===== config.mk =====
export PLATFORM = sky130hd
export DESIGN_NAME = mem_access_arbiter_flat
export DESIGN_NICKNAME = d
export VERILOG_FILES = /design/src/rtl/mem_access_arbiter_if.sv /design/src/rtl/mem_access_arbiter.sv /design/src/flat_wrapper.sv
export SDC_FILE = /design/constraint.sdc
export NUM_CORES = 1
export LEC_CHECK = 0
export CAP_MARGIN = 20
export CORE_ASPECT_RATIO = 2
export CORE_MARGIN = 4
export CORE_UTILIZATION = 40
export CTS_CLUSTER_DIAMETER = 40
export DETAILED_ROUTE_END_ITERATION = 6
export HOLD_SLACK_MARGIN = 0.08
export PLACE_DENSITY = 0.77
export SYNTH_ARGS = -nofsm -noshare
export SYNTH_HDL_FRONTEND = slang
export SYNTH_SLANG_ARGS = --single-unit
export TNS_END_PERCENT = 1

===== constraint.sdc =====
create_clock -name clk -period 2.26 [get_ports clk]
set_input_delay 0.678 -clock clk [delete_from_list [all_inputs] [get_ports clk]]
set_output_delay 0.678 -clock clk [all_outputs]
set_load 0.05 [all_outputs]

===== src/rtl/mem_access_arbiter_if.sv =====
// Bus bundle between the arbiter, its two requesters (fetch, load/store) and the memory block.
// The arbiter uses the slave modport; the requester/memory side uses master.
interface mem_access_arbiter_if #(
  parameter int BUS_WIDTH = 32
);
  logic                 if_req;
  logic [BUS_WIDTH-1:0] if_addr;
  logic                 if_ack;
  logic [BUS_WIDTH-1:0] if_rdata;
  logic                 if_err;

  logic                 d_req;
  logic                 d_we;
  logic [BUS_WIDTH-1:0] d_addr;
  logic [BUS_WIDTH-1:0] d_wdata;
  logic [1:0]           d_size;
  logic                 d_sz_ex;
  logic                 d_ack;
  logic [BUS_WIDTH-1:0] d_rdata;
  logic                 d_err;

  logic [BUS_WIDTH-1:0] mem_address;
  logic                 mem_wr_en;
  logic [BUS_WIDTH-1:0] mem_in_val;
  logic [1:0]           mem_size;
  logic                 mem_sz_ex_sel;
  logic [BUS_WIDTH-1:0] mem_out_val;

  logic                 busy;

  modport slave (
    input  if_req, if_addr,
    input  d_req, d_we, d_addr, d_wdata, d_size, d_sz_ex,
    input  mem_out_val,
    output if_ack, if_rdata, if_err,
    output d_ack, d_rdata, d_err,
    output mem_address, mem_wr_en, mem_in_val, mem_size, mem_sz_ex_sel,
    output busy
  );

  modport master (
    output if_req, if_addr,
    output d_req, d_we, d_addr, d_wdata, d_size, d_sz_ex,
    output mem_out_val,
    input  if_ack, if_rdata, if_err,
    input  d_ack, d_rdata, d_err,
    input  mem_address, mem_wr_en, mem_in_val, mem_size, mem_sz_ex_sel,
    input  busy
  );
endinterface


===== src/rtl/mem_access_arbiter.sv =====
// Round-robin arbiter sharing one single-ported memory between instruction fetch and load/store,
// with fixed-latency issue/capture/ack sequencing and up-front rejection of illegal data accesses.
module mem_access_arbiter #(
  parameter int BUS_WIDTH   = 32,
  parameter int MEM_LATENCY = 1,
  parameter int I_MEM_SIZE  = 64
) (
  input logic                 clk,
  input logic                 rst,
  mem_access_arbiter_if.slave bus
);
  localparam logic [1:0] ST_IDLE   = 2'd0;
  localparam logic [1:0] ST_ACCESS = 2'd1;
  localparam logic [1:0] ST_DONE   = 2'd2;

  localparam logic PORT_FETCH = 1'b0;
  localparam logic PORT_DATA  = 1'b1;

  localparam int                   CW          = (MEM_LATENCY < 1) ? 1 : $clog2(MEM_LATENCY + 1);
  localparam logic [CW-1:0]        CNT_LAST    = CW'(MEM_LATENCY);
  localparam logic [BUS_WIDTH-1:0] I_MEM_LIMIT = BUS_WIDTH'(I_MEM_SIZE);

  logic [1:0]           state_q, state_d;
  logic [CW-1:0]        cnt_q, cnt_d;
  logic                 last_gnt_q, last_gnt_d;
  logic                 gnt_q, gnt_d;
  logic                 err_q, err_d;
  logic                 store_q, store_d;
  logic [BUS_WIDTH-1:0] mem_addr_q, mem_addr_d;
  logic                 mem_wr_en_q, mem_wr_en_d;
  logic [BUS_WIDTH-1:0] mem_wdata_q, mem_wdata_d;
  logic [1:0]           mem_size_q, mem_size_d;
  logic                 mem_sz_ex_q, mem_sz_ex_d;
  logic [BUS_WIDTH-1:0] if_rdata_q, if_rdata_d;
  logic [BUS_WIDTH-1:0] d_rdata_q, d_rdata_d;

  logic grant;
  logic d_illegal;
  logic if_illegal;

  assign if_illegal = (bus.if_addr[1:0] != 2'b00);
  assign d_illegal  = (bus.d_size == 2'b11)
                   || (bus.d_size == 2'b01 && bus.d_addr[0])
                   || (bus.d_size == 2'b10 && bus.d_addr[1:0] != 2'b00)
                   || (bus.d_we && bus.d_addr < I_MEM_LIMIT);

  // On contention the port that did not win last time gets the grant.
  assign grant = (bus.if_req && bus.d_req) ? ~last_gnt_q : bus.d_req;

  always_comb begin
    // NOTE: every next-state value takes its held value first so no branch can infer a latch.
    state_d     = state_q;
    cnt_d       = cnt_q;
    last_gnt_d  = last_gnt_q;
    gnt_d       = gnt_q;
    err_d       = err_q;
    store_d     = store_q;
    mem_addr_d  = mem_addr_q;
    mem_wr_en_d = mem_wr_en_q;
    mem_wdata_d = mem_wdata_q;
    mem_size_d  = mem_size_q;
    mem_sz_ex_d = mem_sz_ex_q;
    if_rdata_d  = if_rdata_q;
    d_rdata_d   = d_rdata_q;

    unique case (state_q)
      ST_IDLE: begin
        if (bus.if_req || bus.d_req) begin
          last_gnt_d = grant;
          gnt_d      = grant;
          err_d      = (grant == PORT_DATA) ? d_illegal : if_illegal;
          store_d    = (grant == PORT_DATA) && bus.d_we;
          if (err_d) begin
            state_d = ST_DONE;
          end else begin
            state_d = ST_ACCESS;
            cnt_d   = CW'(1);
            if (grant == PORT_DATA) begin
              mem_addr_d  = bus.d_addr;
              mem_wr_en_d = bus.d_we;
              mem_wdata_d = bus.d_wdata;
              mem_size_d  = bus.d_size;
              mem_sz_ex_d = bus.d_sz_ex;
            end else begin
              mem_addr_d  = bus.if_addr;
              mem_wr_en_d = 1'b0;
              mem_wdata_d = '0;
              mem_size_d  = 2'b10;
              mem_sz_ex_d = 1'b0;
            end
          end
        end
      end

      ST_ACCESS: begin
        mem_wr_en_d = 1'b0;
        if (cnt_q == CNT_LAST) begin
          if (gnt_q == PORT_FETCH) if_rdata_d = bus.mem_out_val;
          else if (!store_q)       d_rdata_d  = bus.mem_out_val;
          mem_addr_d  = '0;
          mem_wdata_d = '0;
          mem_size_d  = 2'b00;
          mem_sz_ex_d = 1'b0;
          state_d     = ST_DONE;
        end else begin
          cnt_d = cnt_q + CW'(1);
        end
      end

      ST_DONE: begin
        cnt_d   = '0;
        state_d = ST_IDLE;
      end

      default: state_d = ST_IDLE;
    endcase
  end

  always_ff @(posedge clk or negedge rst) begin
    if (!rst) begin
      state_q     <= ST_IDLE;
      cnt_q       <= '0;
      last_gnt_q  <= PORT_DATA;
      gnt_q       <= PORT_FETCH;
      err_q       <= 1'b0;
      store_q     <= 1'b0;
      mem_addr_q  <= '0;
      mem_wr_en_q <= 1'b0;
      mem_wdata_q <= '0;
      mem_size_q  <= 2'b00;
      mem_sz_ex_q <= 1'b0;
      if_rdata_q  <= '0;
      d_rdata_q   <= '0;
    end else begin
      // NOTE: non-blocking updates so every register samples the pre-edge value of its peers.
      state_q     <= state_d;
      cnt_q       <= cnt_d;
      last_gnt_q  <= last_gnt_d;
      gnt_q       <= gnt_d;
      err_q       <= err_d;
      store_q     <= store_d;
      mem_addr_q  <= mem_addr_d;
      mem_wr_en_q <= mem_wr_en_d;
      mem_wdata_q <= mem_wdata_d;
      mem_size_q  <= mem_size_d;
      mem_sz_ex_q <= mem_sz_ex_d;
      if_rdata_q  <= if_rdata_d;
      d_rdata_q   <= d_rdata_d;
    end
  end

  assign bus.if_ack        = (state_q == ST_DONE) && (gnt_q == PORT_FETCH);
  assign bus.d_ack         = (state_q == ST_DONE) && (gnt_q == PORT_DATA);
  assign bus.if_err        = bus.if_ack && err_q;
  assign bus.d_err         = bus.d_ack && err_q;
  assign bus.if_rdata      = if_rdata_q;
  assign bus.d_rdata       = d_rdata_q;
  assign bus.mem_address   = mem_addr_q;
  assign bus.mem_wr_en     = mem_wr_en_q;
  assign bus.mem_in_val    = mem_wdata_q;
  assign bus.mem_size      = mem_size_q;
  assign bus.mem_sz_ex_sel = mem_sz_ex_q;
  assign bus.busy          = (state_q != ST_IDLE);
endmodule


===== src/flat_wrapper.sv =====
// flat-port wrapper written by rule: the top's interface ports become plain ports
module mem_access_arbiter_flat 
#(
  parameter int BUS_WIDTH   = 32,
  parameter int MEM_LATENCY = 1,
  parameter int I_MEM_SIZE  = 64
)
  (clk, rst, bus_if_req, bus_if_addr, bus_d_req, bus_d_we, bus_d_addr, bus_d_wdata, bus_d_size, bus_d_sz_ex, bus_mem_out_val, bus_if_ack, bus_if_rdata, bus_if_err, bus_d_ack, bus_d_rdata, bus_d_err, bus_mem_address, bus_mem_wr_en, bus_mem_in_val, bus_mem_size, bus_mem_sz_ex_sel, bus_busy);
  mem_access_arbiter_if #(.BUS_WIDTH(BUS_WIDTH)) bus_i ();
  input logic clk;
  input logic rst;
  input wire logic [$bits(bus_i.if_req)-1:0] bus_if_req;
  input wire logic [$bits(bus_i.if_addr)-1:0] bus_if_addr;
  input wire logic [$bits(bus_i.d_req)-1:0] bus_d_req;
  input wire logic [$bits(bus_i.d_we)-1:0] bus_d_we;
  input wire logic [$bits(bus_i.d_addr)-1:0] bus_d_addr;
  input wire logic [$bits(bus_i.d_wdata)-1:0] bus_d_wdata;
  input wire logic [$bits(bus_i.d_size)-1:0] bus_d_size;
  input wire logic [$bits(bus_i.d_sz_ex)-1:0] bus_d_sz_ex;
  input wire logic [$bits(bus_i.mem_out_val)-1:0] bus_mem_out_val;
  output wire logic [$bits(bus_i.if_ack)-1:0] bus_if_ack;
  output wire logic [$bits(bus_i.if_rdata)-1:0] bus_if_rdata;
  output wire logic [$bits(bus_i.if_err)-1:0] bus_if_err;
  output wire logic [$bits(bus_i.d_ack)-1:0] bus_d_ack;
  output wire logic [$bits(bus_i.d_rdata)-1:0] bus_d_rdata;
  output wire logic [$bits(bus_i.d_err)-1:0] bus_d_err;
  output wire logic [$bits(bus_i.mem_address)-1:0] bus_mem_address;
  output wire logic [$bits(bus_i.mem_wr_en)-1:0] bus_mem_wr_en;
  output wire logic [$bits(bus_i.mem_in_val)-1:0] bus_mem_in_val;
  output wire logic [$bits(bus_i.mem_size)-1:0] bus_mem_size;
  output wire logic [$bits(bus_i.mem_sz_ex_sel)-1:0] bus_mem_sz_ex_sel;
  output wire logic [$bits(bus_i.busy)-1:0] bus_busy;
  assign bus_i.if_req = bus_if_req;
  assign bus_i.if_addr = bus_if_addr;
  assign bus_i.d_req = bus_d_req;
  assign bus_i.d_we = bus_d_we;
  assign bus_i.d_addr = bus_d_addr;
  assign bus_i.d_wdata = bus_d_wdata;
  assign bus_i.d_size = bus_d_size;
  assign bus_i.d_sz_ex = bus_d_sz_ex;
  assign bus_i.mem_out_val = bus_mem_out_val;
  assign bus_if_ack = bus_i.if_ack;
  assign bus_if_rdata = bus_i.if_rdata;
  assign bus_if_err = bus_i.if_err;
  assign bus_d_ack = bus_i.d_ack;
  assign bus_d_rdata = bus_i.d_rdata;
  assign bus_d_err = bus_i.d_err;
  assign bus_mem_address = bus_i.mem_address;
  assign bus_mem_wr_en = bus_i.mem_wr_en;
  assign bus_mem_in_val = bus_i.mem_in_val;
  assign bus_mem_size = bus_i.mem_size;
  assign bus_mem_sz_ex_sel = bus_i.mem_sz_ex_sel;
  assign bus_busy = bus_i.busy;
  mem_access_arbiter #(.BUS_WIDTH(BUS_WIDTH), .MEM_LATENCY(MEM_LATENCY), .I_MEM_SIZE(I_MEM_SIZE)) u_core (.clk(clk), .rst(rst), .bus(bus_i));
endmodule

# == Yosys cells after proc, flatten, opt, wreduce, memory -nomap -nowiden ==
# Cells that the tools add are included.
# word_totals
output_inout_bits,137
inputBits,136
ff_bits,139
# classes
bitwise_logic,3
eq_ne,8
addsub,1
reduce_logical,26
order_cmp,1
mux,33
# op_table
op,count
$mux W32,7
$pmux W32 S2,2
$lt A32 B7 Y1 const B,1
$mux W2,7
$mux W1,12
$logic_and A1 B1 Y1,9
$reduce_and A3 Y1,3
$pmux W2 S2,2
$reduce_and A4 Y1,2
$reduce_bool A2 Y1,4
$eq A2 B2 Y1 const B,3
$eq A2 B1 Y1 const B,2
$logic_or A1 B1 Y1,4
$ne A2 B1 Y1 const B,2
$pmux W1 S2,2
$reduce_and A2 Y1,2
$not A1 Y1,3
$pmux W1 S3,1
$reduce_bool A3 Y1,1
$logic_not A2 Y1,1
$ne A2 B2 Y1 const B,1
$add A1 B1 Y1 const B,1

# == Depth between registers and ports, before layout ==
# Gate-level depths: netlist (run 1).
# depth
word_depth,9
depth_mapped,7

# == Worst setup path after synthesis (run 1) ==
# No wires, ideal clock.
# synth_path
path_kind,input port to flip-flop
startpoint,input port bus_d_req
endpoint,register u_core.mem_addr_q[26] (netlist: u_core.bus.mem_address[26])
arrival_time_ns,1.914
path_stages,5
setup_ns,0.125
setup_slack_ns,0.221
t_required_ns,2.135
path_buffers,1
path_cell_list,a21boi_1 -> or3_1 -> a31oi_2 -> buf_4 -> mux2_2
# synth_via
elab_chain_len,6
word_cells_on_any_way,11
# synth_rtl
element,line,source
"start, declared",flat_wrapper.sv:14,input wire logic [$bits(bus_i.d_req)-1:0] bus_d_req;
$logic_and A1 B1 Y1,mem_access_arbiter.sv:48,assign grant = (bus.if_req && bus.d_req) ? ~last_gnt_q : bus.d_req;
$mux W1,mem_access_arbiter.sv:48,
$mux W32,mem_access_arbiter.sv:78,if (grant == PORT_DATA) begin
$mux W32,mem_access_arbiter.sv:73,if (err_d) begin
$mux W32,mem_access_arbiter.sv:68,if (bus.if_req || bus.d_req) begin
$pmux W32 S2,mem_access_arbiter.sv:66,unique case (state_q)
"end signal, assigned",mem_access_arbiter.sv:142,mem_addr_q <= mem_addr_d;
"end, declared",mem_access_arbiter.sv:29,"logic [BUS_WIDTH-1:0] mem_addr_q, mem_addr_d;"
# Parallel ways exist; a longest one is shown, timed or not. The select of a mux whose other input is x is not followed.
# A chain may end at the register's enable or synchronous reset.

# == Worst setup path in the final report (run 1) ==
# layout_path
startpoint,input port bus_d_addr[9]
endpoint,register u_core.mem_wdata_q[20] (netlist: u_core.bus.mem_in_val[20])
# layout_via
elab_chain_len,6
# layout_rtl
element,line,source
"start, declared",flat_wrapper.sv:16,input wire logic [$bits(bus_i.d_addr)-1:0] bus_d_addr;
$lt A32 B7 Y1,mem_access_arbiter.sv:45,|| (bus.d_we && bus.d_addr < I_MEM_LIMIT);
$logic_and A1 B1 Y1,mem_access_arbiter.sv:45,
$logic_or A1 B1 Y1,mem_access_arbiter.sv:45,
$mux W1,mem_access_arbiter.sv:71,err_d = (grant == PORT_DATA) ? d_illegal : if_illegal;
$ne A2 B2 Y1 (no line),n/a,
$reduce_and A4 Y1 (no line),n/a,
"end signal, assigned",mem_access_arbiter.sv:144,mem_wdata_q <= mem_wdata_d;
"end, declared",mem_access_arbiter.sv:31,"logic [BUS_WIDTH-1:0] mem_wdata_q, mem_wdata_d;"
# Every way passes these cells.

==> results of run 1 <==
## where the power goes
group          leakage, nW  switching, mW  internal, mW  total, mW
clock network        0.314           1.04          2.08       3.13
logic                 2.87           6.51          3.69       10.2
registers             1.71          0.675          3.72       4.39
total                 4.90           8.23          9.49       17.7
## synth_stat cells (2+ instances only)
cell type | number | area (um2)
sky130_fd_sc_hd__a21oi_1 | 33 | 165.2
sky130_fd_sc_hd__nor4_1 | 5 | 31.28
sky130_fd_sc_hd__nand2_1 | 105 | 394.1
sky130_fd_sc_hd__a21o_1 | 4 | 30.03
sky130_fd_sc_hd__mux2_1 | 4 | 45.04
sky130_fd_sc_hd__dfrtp_1 | 138 | 3453
sky130_fd_sc_hd__nor2b_1 | 3 | 18.77
sky130_fd_sc_hd__mux2_2 | 93 | 1047
sky130_fd_sc_hd__buf_4 | 11 | 82.58
sky130_fd_sc_hd__mux2i_1 | 35 | 350.3
sky130_fd_sc_hd__clkbuf_1 | 13 | 48.80
sky130_fd_sc_hd__inv_1 | 37 | 138.9
sky130_fd_sc_hd__nor2_1 | 7 | 26.28
sky130_fd_sc_hd__buf_6 | 3 | 33.78
sky130_fd_sc_hd__o21ai_0 | 2 | 10.01
## critical path, stage by stage
cell                              delay [ns]
sky130_fd_sc_hd__clkdlybuf4s15_1        0.22
sky130_fd_sc_hd__nor4_4                 0.35
sky130_fd_sc_hd__nand3_2                0.20
sky130_fd_sc_hd__o211ai_4               0.26
sky130_fd_sc_hd__a31oi_4                0.15
sky130_fd_sc_hd__buf_6                  0.16
sky130_fd_sc_hd__buf_12                 0.14
sky130_fd_sc_hd__buf_16                 0.15
sky130_fd_sc_hd__mux2i_4                0.18
## layout make-up
type,count,area [um2],share of cell area
multi-input cells,315,2462,0.2421
clock inverters,12,221.5,0.02177
diodes,1,2.502,0.0002460
well taps,195,244.0,0.02399
repair buffers,321,3182,0.3128
inverters,37,138.9,0.01365
clock buffers,18,439.2,0.04317
flip-flops and latches,139,3482,0.3423
## cell usage in the layout (no fill, tap or decap), drive strengths merged, types with 20 or more instances in the layout
cell type / instances
mux2i: 35
clkdlybuf4s50: 102
dfrtp: 138
a21oi: 33
clkbuf: 26
mux2: 97
buf: 65
dlymetal6s2s: 20
nand2: 105
inv: 37
dlygate4sd2: 119
## logic make-up (layout without fill, tap and decap cells)
kind of cell,Yosys count,in the layout
other,0,1
flip-flops,139,139
buffers and inverters,64,388
AO/OA/AOI/OAI,53,53
AND/OR/NAND/NOR,130,130
multiplexers,132,132
## through the flow
| stage | area, um2 | setup TNS (ns) |
|---|---|---|
| floorplan | 6105 | 0 |
| global placement | 9313 | -79.76 |
| detailed placement | 9313 | -85.12 |
| CTS | 10070 | -0.05847 |
| global route | 10170 | -0.04447 |
| finish | 10170 | 0 |
## routing by layer
| metal | vias up | part of all wire |
|---|---|---|
| met1 | 2524 | 0.34 |
| met5 | - | 0 |
| met4 | 0 | 0.018 |
| met3 | 24 | 0.076 |
| li1 | 2364 | - |
| met2 | 231 | 0.56 |
## sequential cells by signal, indices dropped and copies added, names as in the netlist
signal	flops
u_core.state_q	2
u_core.gnt_q	1
u_core.bus.mem_wr_en	1
u_core.store_q	1
u_core.bus.mem_size	2
u_core.bus.if_rdata	32
u_core.err_q	1
u_core.bus.mem_sz_ex_sel	1
u_core.bus.mem_address	32
u_core.last_gnt_q	1
u_core.bus.d_rdata	32
u_core.cnt_q	1
u_core.bus.mem_in_val	32
## timing repair
item	in CTS	in global routing
buffers inserted	6	2
resized for setup	160	47
setup endpoints to repair	205	79
pin swaps	11	10
cloned	4	1
## path summary, 6_finish.rpt
check,startpoint,end
setup / recovery,bus_d_addr[9],u_core.bus.mem_in_val[20]
setup reg to reg,u_core.last_gnt_q,u_core.bus.mem_in_val[30]
hold / removal,rst,u_core.bus.if_rdata[14]
min in group clk,u_core.bus.mem_address[13],u_core.bus.mem_address[13]
max in group asynchronous,rst,u_core.bus.mem_in_val[5]
hold reg to reg,u_core.bus.mem_address[13],u_core.bus.mem_address[13]
==> parameters.txt, run 1 <==
Parameter                              Value

Floorplanning
  Effective utilization at floorplan ... 0.4098
  Row count ... 63
  Die height ... 182.7 um
  Total Die Area ... 17420 um2
  Ports placed on the boundary ... 273
  Core region area ... approximately 15000 um2
  Die span in x ... about 95 um

Pwr
  Power density over the cells ... 1742 nW/um2
  Maximum ir drop on the vdd rail ... 0.0008799 V
  Overall power after layout ... 17.72 mW
  Standby leakage power ... approximately 4.9 nW

Drt
  Number of detailed-route iterations in the first pass ... 6
  Aggregate routed wire length ... about 19000 um
  Initial DRC Count ... 129
  Count of antenna-violating nets left after detailed routing ... 0
  Drt via density ... 4.955
  Routed WL per cell ... 18.76 um
  DR DRC count ... 0
  Via count ... 5143

Synth
  Post-synthesis compound-gate area fraction ... 0.05329
  Cell count after synthesis ... 518
  Mapped Area ... 6105 um2
  Number of storage elements in the synthesis netlist ... 139
  YS warnings ... 0
  Adder and majority gate portion of the synthesized area ... 0
  Syn Nets ... 654
  Largest family of logic cells by synthesized area ... multiplexers
  Count of cell types in the netlist ... 40
  Xor and xnor fraction of the mapped netlist area ... 0
  Post-synthesis async set-or-reset flop share ... 1.000
  Mean area per synthesized cell ... 11.78 um2
  Multiplexer share of the synthesized area ... 0.2363
  Dominant synthesized flop cell ... sky130_fd_sc_hd__dfrtp_1
  Number of synthesized flops with an enable pin ... 0
  Sequential fraction of the synthesis area ... 0.5700
  Simple logic cell fraction of the synthesized area ... 0.09059

CTS
  Max clock buf depth ... 2
  TritonCTS Buffers ... 17
  Htree depth ... 4
  TritonCTS clock tree ... done
  Clock transition at the registers of the reported paths ... 0.06 ns
  Root buffer cell ... sky130_fd_sc_hd__clkbuf_16
  Clock network latency to the later pin of the worst-skew pair ... 0.41 ns
  TritonCTS sink count ... 139
  Hold_buf cts ... 0

Global routing
  Pin count of the biggest net entering global routing ... 52
  Grt ovf ... 0
  Number of antenna violations at the first check in global routing ... 1
  First-pass GRT wire length ... 29640 um
  Global routing's busiest layer ... met2
  Met2 layer usage reported by global route ... 0.4209
  Vias in the first global route ... around 5600
  Tot GR Track Use ... 0.2239
  Grt met3 use ... 0.06477
  Met1 track demand over resource ... 0.2262

Placed design
  Last weighted congestion value of the routability-driven placer ... 0.8356
  PortBufs ... 272
  Post-Place Setup Slack ... -0.8956 ns
  Count of placed standard cells including taps ... 995
  Detailed-placement wirelength estimate ... 14230 um

Flow run
  Max_cap viols ... 0

Worst setup path
  Category of the critical setup timing path ... input pin to flop
  Worst endpoint required time ... 2.55 ns
  Startpoint types ... input pin
  WP data arrival ... about 2.5 ns
  Critical path capture point type ... flop
  Worst reg2reg path depth ... 7
  Critical path fanouts, max ... 11
  Flop-to-flop setup slack ... 0.21 ns

Timing
  Layout Skew ... 0.004759 ns
  Tightest Pin Transition ... between 0.5 and 0.6 ns
  Slack of the critical path ... 0.03565 ns
  Final setup violation count ... 0
  Share of the cycle needed by the critical path after routing ... 0.9842
  Final worst path period need ... 2.224 ns
  RSZ-0062 raised after global routing ... yes
  Count of final max-slew check failures ... 0
  Hold WS ... 0.2149 ns
  Highest attainable clock frequency ... 449.6 MHz
  Rel. slew slack ... 0.6439
  Count of final hold-check violations ... 0

Outcome
  Outcome ... finished, final reports clean

Cells and area
  Finished Layout Cells ... 1038
  Share of the core filled with cells in the final layout ... 0.6828
  Post-layout nets ... 967
  Fraction of layout instances using a drive strength above 1 ... 0.2637
  Number of filler cells placed in the layout ... 1122
  Area delta synth->final ... 66.63%

Worst hold path
  Worst min path class ... input pin to async pin
Note: power is estimated with default switching activity, not from simulation.
==> run 2, diff against run 1 <==
Settings changed: CORE_UTILIZATION 40 to 41, PLACE_DENSITY 0.77 to 0.79.
==> run 2 against run 1 <==
  * Final cell count is 0.39% lower
  * Global-route usage is 0.45 points lower
  * Highest routed layer unchanged
  * Combinational power hardly changed
  * Clock skew is 0.0045 ns higher
  * Sequential power hardly changed
  * Worst setup slack better by 0.041 ns
  * Maximum frequency is 1.9% higher
  * Core utilization is 0.89 points higher
  * Largest cell class unchanged
  * Sequential cell count stayed put
==> parameters.txt, run 2 (synthesis results as in run 1) <==
Parameter                              Value

Outcome
  Outcome ... finished, final reports clean

Timing
  Count of final max-slew check failures ... 0 (unchanged)
  Highest attainable clock frequency ... 457.9 MHz (+1.9%)
  Final setup violation count ... 0 (unchanged)
  Final worst path period need ... 2.184 ns (-0.04067 ns)
  Count of final hold-check violations ... 0 (unchanged)
  Accumulated negative setup slack ... 0 ns (unchanged)
  Rel. slew slack ... 0.6426 (-0.001249)
  RSZ-0062 raised after global routing ... yes
  Tightest Pin Transition ... 0.5382 ns (+0.001882 ns)
  Layout Skew ... 0.009303 ns (+0.004544 ns)
  Share of the cycle needed by the critical path after routing ... 0.9662 (-0.01800)

CTS
  Hold_buf cts ... 0 (unchanged)
  Max clock buf depth ... 2 (unchanged)
  Root buffer cell ... sky130_fd_sc_hd__clkbuf_16
  TritonCTS clock tree ... done
  Htree depth ... 4 (unchanged)
  Clock transition at the registers of the reported paths ... 0.07 ns (about the same)
  Clock network latency to the later pin of the worst-skew pair ... 0.41 ns (about the same)
  TritonCTS sink count ... 139 (unchanged)
  TritonCTS Buffers ... 17 (unchanged)

Worst setup path
  Startpoint types ... input pin
  WP data arrival ... 2.47 ns (-0.05 ns)
  Category of the critical setup timing path ... input pin to flop
  Critical path fanouts, max ... 7 (-4)
  Flop-to-flop setup slack ... 0.19 ns (-0.02 ns)
  Worst endpoint required time ... 2.55 ns (about the same)
  Critical path capture point type ... flop

Global routing
  Grt ovf ... 0 (unchanged)
  Pin count of the biggest net entering global routing ... 50 (-3.8%)
  Vias in the first global route ... 5675 (+0.76%)
  Number of antenna violations at the first check in global routing ... 1 (unchanged)
  Tot GR Track Use ... 0.2194 (-0.004456)
  First-pass GRT wire length ... 29030 um (-2.1%)

Placed design
  PortBufs ... 272 (unchanged)
  Last weighted congestion value of the routability-driven placer ... 0.8239 (-1.4%)
  Detailed-placement wirelength estimate ... 14450 um (+1.5%)

Pwr
  Standby leakage power ... 4.925 nW (+0.49%)
  Overall power after layout ... 17.10 mW (-3.5%)
  Power density over the cells ... 1704 nW/um2 (-2.2%)
  Maximum ir drop on the vdd rail ... 0.0009023 V (+2.5%)

Floorplanning
  Total Die Area ... 17020 um2 (-2.3%)
  Die height ... 180.6 um (-1.2%)
  Effective utilization at floorplan ... 0.4208 (+0.01106)
  Core region area ... 14510 um2 (-2.6%)
  Die span in x ... 94.28 um (-1.1%)
  Row count ... 62 (-1.6%)
  Ports placed on the boundary ... 273 (unchanged)

Cells and area
  Area delta synth->final ... 64.38%
  Commonest cells after routing, fill and taps aside ... sky130_fd_sc_hd__dfrtp_1 (136), sky130_fd_sc_hd__dlygate4sd2_1 (118), sky130_fd_sc_hd__nand2_1 (105), sky130_fd_sc_hd__clkdlybuf4s50_1 (104), sky130_fd_sc_hd__mux2_2 (93)
  Fraction of layout instances using a drive strength above 1 ... 0.2533 (-0.01039)
  Most common library cell in the layout ignoring fill and taps ... sky130_fd_sc_hd__dfrtp_1
  Post-layout nets ... 964 (-0.31%)

Flow run
  Max_cap viols ... 0 (unchanged)

Drt
  DR DRC count ... 0 (unchanged)
  Aggregate routed wire length ... 18720 um (-3.9%)
  Via count ... 5096 (-0.91%)
  Drt via density ... 4.928 (-0.53%)
  Number of detailed-route iterations in the first pass ... 4 (-2)
  Initial DRC Count ... 142 (+10%)
  Count of antenna-violating nets left after detailed routing ... 0 (unchanged)
  Routed WL per cell ... 18.10 um (-3.5%)

Worst hold path
  Worst min path class ... input pin to async pin
==> run 2: metal layers <==
metal / GRT usage / vias to the layer above / part of all wire
li1: - / 2365 / -
met3: 0.06310 / 36 / 0.076
met2: 0.4097 / 231 / 0.56
met1: 0.2214 / 2464 / 0.34
met5: 0 / - / 0
met4: 0.08623 / 0 / 0.028
==> run 2: repair_timing <==
| action | 4_1_cts | 5_1_grt |
|---|---|---|
| cloned | 3 | 0 |
| endpoints found under the setup margin | 179 | 78 |
| resized for setup | 149 | 41 |
| pin swaps | 9 | 4 |
| setup buffers | 2 | 0 |
==> run 2: path summary, 6_finish.rpt <==
check | end | cells after the start | from
setup / recovery | u_core.bus.mem_address[10] | 8 | bus_d_addr[6]
hold / removal | u_core.bus.d_rdata[18] | 1 | rst
max in group asynchronous | u_core.last_gnt_q | 2 | rst
min in group clk | u_core.bus.mem_address[10] | 1 | u_core.bus.mem_address[10]
hold reg to reg | u_core.bus.mem_address[10] | 1 | u_core.bus.mem_address[10]
setup reg to reg | u_core.bus.mem_address[23] | 5 | u_core.last_gnt_q
==> run 2: worst max-delay path: stages <==
cell and delay [ns]:
sky130_fd_sc_hd__clkdlybuf4s50_1 0.44, sky130_fd_sc_hd__nor4_2 0.18, sky130_fd_sc_hd__nand3_2 0.15, sky130_fd_sc_hd__o211ai_2 0.25, sky130_fd_sc_hd__a31oi_4 0.17, sky130_fd_sc_hd__buf_6 0.17
sky130_fd_sc_hd__buf_12 0.13, sky130_fd_sc_hd__mux2_1 0.30
==> run 2: power by group <==
| group | total, mW | leakage (nW) | switching [mW] | internal (mW) |
|---|---|---|---|---|
| clock network | 2.64 | 0.267 | 1.17 | 1.48 |
| registers | 4.37 | 1.71 | 0.656 | 3.71 |
| logic | 10.1 | 2.95 | 6.44 | 3.65 |
| total | 17.1 | 4.92 | 8.26 | 8.84 |
==> run 2: final cells by class <==
type	count	area, um2
fill	1117	4472
sequential	139	3482
timing repair buffer	318	3162
multi-input combinational	315	2440
clock buffer	18	439.2
tap	192	240.2
inverter	37	138.9
clock inverter	14	130.1
antenna	1	2.502
==> run 2: stage by stage <==
step             util  hold slack, ns  instances  setup slack (ns)  cell area [um2]
2_1_floorplan       -          0.3824        518            0.2213             6105
3_3_place_gp   0.6436          0.4687        996           -0.6797             9336
3_5_place_dp   0.6436          0.4848        996           -0.7021             9336
4_1_cts        0.6865          0.2128       1033         -0.007304             9958
5_1_grt        0.6917          0.2241       1034         -0.003330            10030
6_report       0.6917          0.2203       1034           0.07633            10030
==> run 3, diff against run 2 <==
Settings changed: CORE_ASPECT_RATIO 2 to unset.
==> run 3 against run 2 <==
  * Critical path depth unchanged
  * Die area down 0.70%
  * Clock skew down 0.0018 ns
  * Sequential cell count unchanged
  * Non-clock buffer count down 1
  * Maximum frequency down 2.1%
  * Final cell count down 0.87%
  * Total power up 1.8%
  * Global-route usage down 0.054 points
  * Via count up 0.31%
  * Critical path type unchanged
  * Critical endpoint is now u_core.bus.mem_address[13]
  * Largest power group unchanged
==> parameters.txt, run 3 (synthesis results as in run 1) <==
Parameter                              Value

Outcome
  Outcome ... finished, final reports clean

Global routing
  Grt ovf ... 0 (unchanged)
  First-pass GRT wire length ... 28660 um (-1.3%)
  Tot GR Track Use ... 0.2189 (-0.0005394)
  Number of antenna violations at the first check in global routing ... 2 (+1)
  Vias in the first global route ... 5606 (-1.2%)
  Pin count of the biggest net entering global routing ... 51 (+2.0%)

CTS
  TritonCTS sink count ... 139 (unchanged)
  TritonCTS Buffers ... 17 (unchanged)
  TritonCTS clock tree ... done
  Clock transition at the registers of the reported paths ... 0.06 ns (about the same)
  Clock network latency to the later pin of the worst-skew pair ... 0.41 ns (about the same)
  Root buffer cell ... sky130_fd_sc_hd__clkbuf_16
  Max clock buf depth ... 2 (unchanged)
  Htree depth ... 4 (unchanged)
  Hold_buf cts ... 0 (unchanged)

Cells and area
  Multi-input logic area ... 2430 um2 (-0.41%)
  Fraction of layout instances using a drive strength above 1 ... 0.2536 (+0.0003015)
  Area delta synth->final ... 65.55%
  Number of filler cells placed in the layout ... 1098 (-1.7%)
  Post-layout nets ... 963 (-0.10%)
  Share of the core filled with cells in the final layout ... 0.6953 (+0.003597)
  Sequential cell area ... 3482 um2 (unchanged)
  Commonest cells after routing, fill and taps aside ... sky130_fd_sc_hd__dfrtp_1 (136), sky130_fd_sc_hd__dlygate4sd2_1 (109), sky130_fd_sc_hd__clkdlybuf4s50_1 (106), sky130_fd_sc_hd__nand2_1 (105), sky130_fd_sc_hd__mux2_2 (92)
  Most common library cell in the layout ignoring fill and taps ... sky130_fd_sc_hd__dfrtp_1

Floorplanning
  Row count ... 44 (-29%)
  Effective utilization at floorplan ... 0.4200 (-0.0007970)
  Die span in x ... 130.0 um (+38%)
  Total Die Area ... 16910 um2 (-0.70%)
  Die height ... 130.0 um (-28%)
  Core region area ... 14530 um2 (+0.19%)
  Ports placed on the boundary ... 273 (unchanged)

Timing
  Layout Skew ... 0.007500 ns (-0.001803 ns)
  Final setup violation count ... 0 (unchanged)
  Final worst path period need ... 2.231 ns (+0.04779 ns)
  Highest attainable clock frequency ... 448.1 MHz (-2.1%)
  Count of final max-slew check failures ... 0 (unchanged)
  Rel. slew slack ... 0.6270 (-0.01561)
  Count of final hold-check violations ... 0 (unchanged)
  Share of the cycle needed by the critical path after routing ... 0.9874 (+0.02115)
  Hold WS ... 0.1934 ns (-0.02696 ns)
  Tightest Pin Transition ... 0.5536 ns (+0.01543 ns)
  RSZ-0062 raised after global routing ... yes
  Slack of the critical path ... 0.02853 ns (-0.04779 ns)

Pwr
  Standby leakage power ... 4.969 nW (+0.90%)
  Maximum ir drop on the vdd rail ... 0.0007936 V (-12%)
  Clock share of power ... 0.150 (-0.005)
  Combinational share of power ... 0.597 (+0.007)
  Power density over the cells ... 1723 nW/um2 (+1.1%)
  Fraction of power spent switching nets ... 0.4738 (-0.009223)
  Register share of total power ... 0.252 (-0.004)
  Overall power after layout ... 17.41 mW (+1.8%)
  Internal power summed over all cells ... 9.164 mW (+3.7%)
  Switching power of the nets ... 8.251 mW (about the same)

Worst setup path
  Critical path capture point type ... flop
  Category of the critical setup timing path ... input pin to flop
  Flop-to-flop setup slack ... 0.19 ns (about the same)
  Startpoint types ... input pin
  Slowest library cell on the worst path ... sky130_fd_sc_hd__clkdlybuf4s50_1
  Endpoint of the worst register-to-register path ... u_core.bus.mem_address[19]
  WP data arrival ... 2.52 ns (+0.05 ns)
  Worst reg2reg path depth ... 6 (+1)
  Worst reg2reg startpoint ... u_core.last_gnt_q
  Worst endpoint required time ... 2.55 ns (about the same)
  Worst-path cell chain ... clkdlybuf4s50_1 > nor3_2 > nand3_2 > o211ai_4 > a31oi_4 > buf_6 > buf_12 > mux2_1
  Crit-path max cell delay ... 0.45 ns (about the same)
  Critical path fanouts, max ... 8 (+1)

Drt
  Initial DRC Count ... 294 (+110%)
  Via count ... 5112 (+0.31%)
  Drt via density ... 4.987 (+1.2%)
  Aggregate routed wire length ... 18600 um (-0.64%)
  DR DRC count ... 0 (unchanged)
  Number of detailed-route iterations in the first pass ... 4 (unchanged)
  Count of antenna-violating nets left after detailed routing ... 0 (unchanged)
  Routed WL per cell ... 18.15 um (+0.24%)

Placed design
  Last weighted congestion value of the routability-driven placer ... 0.8433 (+2.4%)
  Detailed-placement wirelength estimate ... 13870 um (-4.0%)
  PortBufs ... 272 (unchanged)
  Post-Place Setup Slack ... -0.7149 ns (-0.01284 ns)

Flow run
  Max_cap viols ... 0 (unchanged)

Worst hold path
  Worst min path class ... input pin to async pin
==> run 3: cell count changes in the layout (fill, tap and decap cells not counted), sizes merged <==
cell / previous run / this run
dlymetal6s2s: 30 / 33
dlygate4sd2: 118 / 109
clkinv: 3 / 7
clkdlybuf4s50: 104 / 106
clkbuf: 20 / 22
clkdlybuf4s15: 2 / 5
buf: 61 / 60
bufinv: 0 / 1
clkinvlp: 4 / 3
inv: 44 / 39
==> run 3: worst max path at each step <==
stage	start	end	slack [ns]
after CTS	u_core.bus.mem_in_val[26]	bus_mem_in_val[26]	0.0004
after global routing	bus_d_addr[17]	u_core.bus.mem_in_val[11]	-0.01
after floorplan	bus_d_req	u_core.bus.mem_address[26]	0.22
after global placement	bus_d_addr[30]	u_core.bus.mem_address[12]	-0.59
final	bus_d_addr[17]	u_core.bus.mem_address[13]	0.03
after detailed placement	bus_d_addr[30]	u_core.bus.mem_in_val[11]	-0.71
==> run 3: repair_timing <==
item                                   4_1_cts  5_1_grt
endpoints found under the hold margin        0        0
gates resized for setup                    135       49
setup buffers                                6        0
setup endpoints to repair                  160      100
gates cloned                                 5        1
pin swaps                                   11        5
==> run 3: power by group through the flow <==
stage	sequential, mW	clock [mW]	combinational, mW
floorplan	8.30	0	2.80
global placement	4.38	0	10.2
detailed placement	4.47	0	10.4
CTS	4.41	2.68	10.4
global route	4.55	2.79	10.9
finish	4.40	2.62	10.4
==> run 3: routing by layer <==
metal	vias to the layer above	track usage	part of all wire
met3	29	0.07245	0.092
met5	-	0	0
li1	2373	-	-
met4	0	0.06968	0.019
met2	228	0.3817	0.51
met1	2482	0.2552	0.38
==> run 3: layout make-up <==
cell class | instances | share of cell area
Antenna cell | 1 | 0.0002476
Clock buffer | 19 | 0.04383
Clock inverter | 13 | 0.01189
Inverter | 37 | 0.01374
Multi-Input combinational cell | 315 | 0.2404
Sequential cell | 139 | 0.3446
Tap cell | 184 | 0.02278
Timing Repair Buffer | 317 | 0.3225
==> run 3: through the flow <==
| step | setup TNS, ns | std cells | area, um2 |
|---|---|---|---|
| finish | 0 | 1025 | 10110 |
| global route | -0.06477 | 1025 | 10110 |
| CTS | 0 | 1023 | 9957 |
| detailed placement | -69.41 | 981 | 9284 |
| global placement | -60.90 | 981 | 9284 |
| floorplan | 0 | 518 | 6105 |
==> run 3: worst max-delay path, delay by kind of cell <==
| kind | cells | cell delay [ns] |
|---|---|---|
| buffers and inverters | 3 | 0.75 |
| AO/OA/AOI/OAI | 2 | 0.40 |
| AND/OR/NAND/NOR | 2 | 0.39 |
| multiplexers | 1 | 0.30 |
